--- src/rtl/dmem_arbiter.sv ---
// Two-master round-robin arbiter for the shared data-memory port with a single outstanding read.
// Optional stall counters are built only when DMEM_ARB_PERF_EN is defined.
module dmem_arbiter #(
    parameter int RD_LAT = 1,
    parameter int CNT_W  = 16
) (
    input  logic             i_clk,
    input  logic             i_rst_n,
    input  logic             i_m0_req,
    input  logic             i_m1_req,
    input  logic             i_m0_we,
    input  logic             i_m1_we,
    input  logic [31:0]      i_m0_addr,
    input  logic [31:0]      i_m1_addr,
    input  logic [31:0]      i_m0_wdata,
    input  logic [31:0]      i_m1_wdata,
    input  logic [3:0]       i_m0_be,
    input  logic [3:0]       i_m1_be,
    output logic             o_m0_gnt,
    output logic             o_m1_gnt,
    output logic             o_m0_rvalid,
    output logic             o_m1_rvalid,
    output logic [31:0]      o_m0_rdata,
    output logic [31:0]      o_m1_rdata,
    output logic             o_s_re,
    output logic             o_s_we,
    output logic [31:0]      o_s_addr,
    output logic [31:0]      o_s_wdata,
    output logic [3:0]       o_s_be,
    input  logic [31:0]      i_s_rdata,
    output logic             o_busy,
    output logic [CNT_W-1:0] o_m0_stall_cnt,
    output logic [CNT_W-1:0] o_m1_stall_cnt
);

    typedef enum logic [0:0] {
        IDLE    = 1'b0,
        RD_WAIT = 1'b1
    } state_e;

    localparam logic [2:0] LAT_INIT = 3'(RD_LAT);

    state_e     state_q, state_d;
    logic [2:0] lat_cnt_q, lat_cnt_d;
    logic       rd_owner_q, rd_owner_d;
    logic       last_gnt_q, last_gnt_d;

    logic       can_grant_s;
    logic       rd_done_s;
    logic       gnt0_s, gnt1_s, any_gnt_s, gnt_we_s;

    // Arbitration; grants are suppressed while reset is asserted so all outputs read 0.
    always_comb begin
        gnt0_s      = 1'b0;
        gnt1_s      = 1'b0;
        rd_done_s   = (state_q == RD_WAIT) && (lat_cnt_q == 3'd1);
        can_grant_s = (state_q == IDLE) || rd_done_s;
        if (can_grant_s && i_rst_n) begin
            if (i_m0_req && i_m1_req) begin
                gnt0_s = last_gnt_q;
                gnt1_s = ~last_gnt_q;
            end else begin
                gnt0_s = i_m0_req;
                gnt1_s = i_m1_req;
            end
        end else begin
            gnt0_s = 1'b0;
            gnt1_s = 1'b0;
        end
    end

    assign any_gnt_s = gnt0_s | gnt1_s;
    assign gnt_we_s  = gnt1_s ? i_m1_we : i_m0_we;

    // Downstream command mux and read-return routing.
    always_comb begin
        o_m0_gnt    = gnt0_s;
        o_m1_gnt    = gnt1_s;
        o_s_we      = any_gnt_s & gnt_we_s;
        o_s_re      = any_gnt_s & ~gnt_we_s;
        o_s_addr    = 32'h0000_0000;
        o_s_wdata   = 32'h0000_0000;
        o_s_be      = 4'h0;
        if (gnt1_s) begin
            o_s_addr  = i_m1_addr;
            o_s_wdata = i_m1_wdata;
            o_s_be    = i_m1_be;
        end else if (gnt0_s) begin
            o_s_addr  = i_m0_addr;
            o_s_wdata = i_m0_wdata;
            o_s_be    = i_m0_be;
        end else begin
            o_s_addr  = 32'h0000_0000;
            o_s_wdata = 32'h0000_0000;
            o_s_be    = 4'h0;
        end
        o_m0_rvalid = rd_done_s & ~rd_owner_q;
        o_m1_rvalid = rd_done_s & rd_owner_q;
        o_m0_rdata  = o_m0_rvalid ? i_s_rdata : 32'h0000_0000;
        o_m1_rdata  = o_m1_rvalid ? i_s_rdata : 32'h0000_0000;
        o_busy      = (state_q == RD_WAIT);
    end

    // Next-state logic; a read granted on the last wait cycle reloads RD_WAIT.
    always_comb begin
        state_d    = state_q;
        lat_cnt_d  = lat_cnt_q;
        rd_owner_d = rd_owner_q;
        last_gnt_d = last_gnt_q;
        case (state_q)
            IDLE: begin
                state_d   = IDLE;
                lat_cnt_d = 3'd0;
            end
            RD_WAIT: begin
                lat_cnt_d = lat_cnt_q - 3'd1;
                if (lat_cnt_q == 3'd1) begin
                    state_d = IDLE;
                end else begin
                    state_d = RD_WAIT;
                end
            end
            default: begin
                state_d   = IDLE;
                lat_cnt_d = 3'd0;
            end
        endcase
        if (any_gnt_s) begin
            last_gnt_d = gnt1_s;
            if (!gnt_we_s) begin
                state_d    = RD_WAIT;
                lat_cnt_d  = LAT_INIT;
                rd_owner_d = gnt1_s;
            end else begin
                rd_owner_d = rd_owner_q;
            end
        end else begin
            last_gnt_d = last_gnt_q;
        end
    end

    // FSM and arbitration state registers.
    always_ff @(posedge i_clk or negedge i_rst_n) begin
        if (!i_rst_n) begin
            state_q    <= IDLE;
            lat_cnt_q  <= 3'd0;
            rd_owner_q <= 1'b0;
            last_gnt_q <= 1'b1;
        end else begin
            state_q    <= state_d;
            lat_cnt_q  <= lat_cnt_d;
            rd_owner_q <= rd_owner_d;
            last_gnt_q <= last_gnt_d;
        end
    end

`ifdef DMEM_ARB_PERF_EN
    localparam logic [CNT_W-1:0] CNT_MAX = {CNT_W{1'b1}};
    localparam logic [CNT_W-1:0] CNT_ONE = {{(CNT_W-1){1'b0}}, 1'b1};

    function automatic logic [CNT_W-1:0] sat_inc(input logic [CNT_W-1:0] cnt, input logic en);
        if (en && (cnt != CNT_MAX)) begin
            sat_inc = cnt + CNT_ONE;
        end else begin
            sat_inc = cnt;
        end
    endfunction

    logic [CNT_W-1:0] m0_cnt_q, m0_cnt_d;
    logic [CNT_W-1:0] m1_cnt_q, m1_cnt_d;

    // Saturating stall counters: request pending but not granted.
    always_comb begin
        m0_cnt_d = sat_inc(m0_cnt_q, i_m0_req & ~gnt0_s);
        m1_cnt_d = sat_inc(m1_cnt_q, i_m1_req & ~gnt1_s);
    end

    // Stall counter registers, cleared only by reset.
    always_ff @(posedge i_clk or negedge i_rst_n) begin
        if (!i_rst_n) begin
            m0_cnt_q <= {CNT_W{1'b0}};
            m1_cnt_q <= {CNT_W{1'b0}};
        end else begin
            m0_cnt_q <= m0_cnt_d;
            m1_cnt_q <= m1_cnt_d;
        end
    end

    assign o_m0_stall_cnt = m0_cnt_q;
    assign o_m1_stall_cnt = m1_cnt_q;
`else
    assign o_m0_stall_cnt = {CNT_W{1'b0}};
    assign o_m1_stall_cnt = {CNT_W{1'b0}};
`endif

endmodule

--- config.mk ---
export PLATFORM = sky130hd
export DESIGN_NAME = dmem_arbiter
export DESIGN_NICKNAME = d
export VERILOG_FILES = /design/src/rtl/dmem_arbiter.sv
export SDC_FILE = /design/constraint.sdc
export NUM_CORES = 1
export LEC_CHECK = 0
export BUFFER_PORTS_ARGS = -buffer_cell sky130_fd_sc_hd__buf_2
export CAP_MARGIN = 5
export CORE_AREA = 2 2 135 137
export DETAILED_ROUTE_END_ITERATION = 6
export DIE_AREA = 0 0 137 139
export HOLD_SLACK_MARGIN = 0.15
export PLACE_DENSITY = 0.51
export SKIP_CTS_REPAIR_TIMING = 1
export SLEW_MARGIN = 10
export SYNTH_ARGS = -nofsm -noshare
export SYNTH_HDL_FRONTEND = slang
export SYNTH_SLANG_ARGS = --single-unit
--- constraint.sdc ---
create_clock -name i_clk -period 2 [get_ports i_clk]
set_input_delay 0.6 -clock i_clk [delete_from_list [all_inputs] [get_ports i_clk]]
set_output_delay 0.6 -clock i_clk [all_outputs]
set_load 0.02 [all_outputs]
# [Word-level counts from Yosys, hierarchy flattened]
# Cells that the tools add are included.
[classes] addsub=1 eq_ne=1 n_mux=20 bitwise_logic=9 n_reduce_logical=5
[op_table] operator="2-to-1 mux 32 bit" n=6
[op_table] operator="2-to-1 mux 1 bit" n=8
[op_table] operator="2-to-1 mux 4 bit" n=2
[op_table] operator="2-to-1 mux 3 bit" n=2
[op_table] operator="one-hot mux 3 bit (2 select lines)" n=1
[op_table] operator="bitwise AND 1 bit" n=4
[op_table] operator="NOT 1 bit" n=4
[op_table] operator="== test 3 x 1 -> 1 bit (second input constant)" n=1
[op_table] operator="logical AND 1 bit" n=3
[op_table] operator="subtractor 3 x 1 -> 3 bit (second input constant)" n=1
[op_table] operator="one-hot mux 1 bit (2 select lines)" n=1
[op_table] operator="AND reduction 2 bit" n=1
[op_table] operator="logical OR 1 bit" n=1
[op_table] operator="OR 1 bit" n=1
[word_totals] regBits=6 inputBits=174 out_inout_bits=171 word_cells=40

# [Logic depth before layout (Yosys ltp)]
[depth] word_depth=8 depth_mapped=6 depth_no_buf=5

# [Worst setup path after synthesis]
# OpenSTA, ideal clock, no wires.
[synth_path] path_kind="in2out" from="input port i_m1_req" to="output port o_s_addr[29]" t_arrival_ns=1.491 required_time_ns=1.400 path_slack_ns=-0.091 path_stages=5 n_path_buf=2 path_cell_list="a21boi_1 -> buf_2 -> buf_2 -> a32oi_1 -> nor2_1"
[synth_via] elab_chain_cells=5 word_cells_on_any_way=7
[synth_rtl] item="start, declared" line="10" source="input logic i_m1_req,"
[synth_rtl] item="logical AND 1 bit" line="59" source="if (i_m0_req && i_m1_req) begin"
[synth_rtl] item="2-to-1 mux 1 bit" line="59"
[synth_rtl] item="2-to-1 mux 1 bit" line="58" source="if (can_grant_s && i_rst_n) begin"
[synth_rtl] item="2-to-1 mux 32 bit" line="88" source="end else if (gnt0_s) begin"
[synth_rtl] item="2-to-1 mux 32 bit *" line="84" source="if (gnt1_s) begin"
[synth_rtl] item="end, declared" line="27" source="output logic [31:0] o_s_addr,"
# Every way passes the cells marked *; elsewhere a longest branch is shown, timed or not.

# [Final worst setup path]
[layout_path] from="register lat_cnt_q[0]" to="output port o_s_wdata[20]"
[layout_via] elab_chain_cells=7 word_cells_on_any_way=8
[layout_rtl] item="start, declared" line="44" source="logic [2:0] lat_cnt_q, lat_cnt_d;"
[layout_rtl] item="start signal, assigned" line="151" source="lat_cnt_q <= lat_cnt_d;"
[layout_rtl] item="== test 3 x 1 -> 1 bit *" line="56" source="rd_done_s = (state_q == RD_WAIT) && (lat_cnt_q == 3'd1);"
[layout_rtl] item="logical AND 1 bit *" line="56"
[layout_rtl] item="logical OR 1 bit *" line="57" source="can_grant_s = (state_q == IDLE) || rd_done_s;"
[layout_rtl] item="logical AND 1 bit *" line="58"
[layout_rtl] item="2-to-1 mux 1 bit" line="58"
[layout_rtl] item="2-to-1 mux 32 bit" line="88"
[layout_rtl] item="2-to-1 mux 32 bit *" line="84"
[layout_rtl] item="end, declared" line="28" source="output logic [31:0] o_s_wdata,"
# Marks and branches as above.

==> flow_metrics.py <==
metrics = {
    "outcome": {
        "status": "finished with violations",
        "violations": "negative setup slack",
    },
    "sta": {
        "max_freq_ghz": 0.435,
        "fin_crit_sh": 1.15,
        "grt_setup_unrepaired": "true",
        "drv_slew": 0,
        "setup_viol": 137,
        "fin_crit_ns": 2.30,
        "hold_violations": 0,
        "clock-skew-final_ns": 0.00621,
        "timing.final.ws_setup_ns": -0.301,
    },
    "grt": {
        "grt_antenna_before_repair": 0,
        "grt.overflow.total": 0,
        "grtUsageTotal": 0.108,
        "grt_start_max_net_pins": 60,
        "grt_pass1_vias": 3031,
        "grt_pass1_wl_mm": 16.3,
    },
    "finish": {
        "fillers": 1834,
        "drive_above_1_share": 0.775,
        "area_growth_pct": 164,
        "final_cells": 860,
        "final_common_cell": "buf_2",
        "design_area_um2": 5440,
        "final_nets": 808,
        "n_antenna_cell": 0,
        "layout_common_cells": "buf_2, buf_6, nor2_2, a32oi_1, and2_4",
    },
    "critical_path": {
        "reg2reg_depth": 7,
        "rr_endpoint": "lat_cnt_q[1]$_DFF_PN0_",
        "worstPathRequired_ns": 1.40,
        "start_kind": "flop",
        "r2r-start": "last_gnt_q$_DFFE_PN1P_",
        "crit_type": "flop to output port",
        "worst-r2r-setup-slack_ns": 0.31,
        "critPathTopFamily": "buffers and inverters",
        "crit_path_max_incr_delay_ns": 0.40,
        "cp_max_fo": 15,
        "end_kind": "output port",
        "worstPathCellList": "ha_4 -> nor2b_4 -> o21ai_4 -> buf_12 -> clkbuf_16 -> nor2_2 -> buf_2",
        "arrival_ns": 1.70,
        "cp_slowest_cell": "dfrtp_1",
        "crit_buf_inv": 3,
    },
    "drt": {
        "vias": 3606,
        "final_antenna_net_count": 0,
        "dr.first_iter.drc_count": 156,
        "wl_per_cell_um": 16.2,
        "wl_met3_mm": 1.14,
        "wl_met2_mm": 7.60,
        "routed.top_layer": "met4",
        "drc": 0,
        "drt-met1-wl_mm": 5.16,
        "first_pass_iters": 4,
        "vias_per_cell": 4.19,
        "routed_wl_mm": 13.9,
    },
    "die": {
        "core_um2": 17700,
        "die_w_um": 137,
        "start_util": 0.117,
        "io_pins": 345,
        "fp-row-count": 49,
        "dieHeight_um": 139,
        "die_area_um2": 19000,
    },
    "power_and_ir_drop": {
        "p_comb_frac": 0.865,
        "leakagePower_uw": 0.00260,
        "ir_worst_vdd_v": 0.000291,
        "seqPwrFrac": 0.056,
        "power_switching_uw": 2140,
        "swShare": 0.510,
        "intPower_uw": 2060,
        "report.power.total_uw": 4210,
        "p_per_area_nw_per_um2": 774,
        "pwr-share-clk": 0.079,
    },
    "synthesis": {
        "ys_ff_latch": 6,
        "synth.distinct_cells": 30,
        "synthesis.area_um2": 2060,
        "syn_avg_cell_area_um2": 6.64,
        "yosysWarnings": 0,
        "syn_inst": 310,
        "ys_seq_area_frac": 0.0735,
    },
    "placed_design": {
        "port-buffer-count": 312,
        "routabilityCongestion": 0.798,
        "placed_area_um2": 4180,
        "dp.cells": 845,
        "post-place-ws_ns": -0.220,
        "dpl.hpwl_mm": 9.99,
    },
    "clock_tree": {
        "cts_tree": "yes",
        "clock_latency_ns": 0.23,
        "htreeDepth": 1,
        "clk_pin_slew_ns": 0.04,
        "cts_made_buffers": 3,
        "cts_root_buf": "clkbuf_16",
        "clk_path_buf_depth": 2,
        "clkSinkCount": 6,
    },
    "job": {
        "drv_cap": 0,
    },
    "hold_path": {
        "hold_class": "primary input to async pin",
    },
}
[layout make-up]
class | instances | area, um2 | area share
clock buffer | 4 | 78.8 | 0.0145
inverter | 7 | 28.8 | 0.00529
multi-input combinational | 259 | 2170 | 0.398
sequential | 6 | 151 | 0.0279
tap | 229 | 287 | 0.0527
timing repair buffer | 355 | 2720 | 0.501
[power by group through the flow]
stage	Combinational [uW]	Sequential (uW)	Clock, uW
2_1_floorplan	1750	220	0
3_3_place_gp	2810	214	0
3_5_place_dp	2800	215	0
4_1_cts	2810	212	344
5_1_grt	3880	243	353
6_report	3640	234	334
[how the worst max path moves through the flow]
| stage | from | end | slack (ns) | depth (start not counted) |
|---|---|---|---|---|
| after global routing | lat_cnt_q[0]$_DFF_PN0_ | o_s_wdata[10] | -0.37 | 7 |
| after global placement | i_m1_req | o_s_addr[2] | -0.21 | 6 |
| after CTS | lat_cnt_q[1]$_DFF_PN0_ | o_s_addr[1] | -0.35 | 7 |
| final | lat_cnt_q[0]$_DFF_PN0_ | o_s_wdata[20] | -0.30 | 7 |
| after floorplan | i_m1_req | o_s_addr[29] | -0.02 | 5 |
| after detailed placement | i_m1_req | o_s_be[3] | -0.22 | 6 |
[cell families after synthesis]
group | count (synthesis) | synth area share
AOI/OAI and AO/OA | 83 | 0.346
adders and majority gates | 2 | 0.0121
other | 1 | 0.00182
xor gates and xnor gates | 1 | 0.00425
buffers and inverters | 76 | 0.216
and+or+nand+nor | 141 | 0.346
DFF | 6 | 0.0735
[worst register-to-register path: stages, from the launching register on]
cell      delay (ns)
dfstp_2         0.53
buf_4           0.12
a21boi_4        0.07
buf_12          0.15
buf_6           0.13
buf_4           0.13
a32o_1          0.22
a211oi_1        0.24
[routing by layer]
metal,up-vias,GRT usage
met4,0,0.0130
met1,1689,0.122
met3,2,0.0212
met5,-,0
met2,207,0.212
li1,1708,-
[state kept, by name (all words and copies together) (netlist names)]
register	count
rd_owner_q	1
last_gnt_q	1
lat_cnt_q	3
o_busy	1
[Yosys cell counts, drive strengths merged]
library cell / n / area, um2
inv: 7 / 26.3
nand2b: 2 / 12.5
buf: 61 / 389
nand2: 1 / 3.75
nor3: 2 / 20.0
nor2b: 1 / 6.26
o22ai: 2 / 12.5
nor2: 70 / 263
o221ai: 1 / 8.76
o2111a: 1 / 11.3
a32o: 1 / 10.0
a21boi: 1 / 7.51
o21ai: 2 / 13.8
xnor2: 1 / 8.76
a211oi: 2 / 15.0
and2: 65 / 407
a32oi: 70 / 613
ha: 2 / 25.0
a21oi: 1 / 5.00
conb: 1 / 3.75
dfrtp: 5 / 125
dfstp: 1 / 26.3
o211ai: 1 / 7.51
o2bb2ai: 1 / 8.76
clkbuf: 8 / 30.0
[per-stage QoR]
stage                util  hold slack, ns  setup TNS, ns
detailed placement  0.237           0.492         -12.71
floorplan               -           0.304          -1.22
global placement    0.237           0.489         -12.10
global route        0.308           0.351         -40.42
finish              0.308           0.352         -30.05
CTS                 0.241           0.352         -36.27
Note: power is estimated with default switching activity, not from simulation.
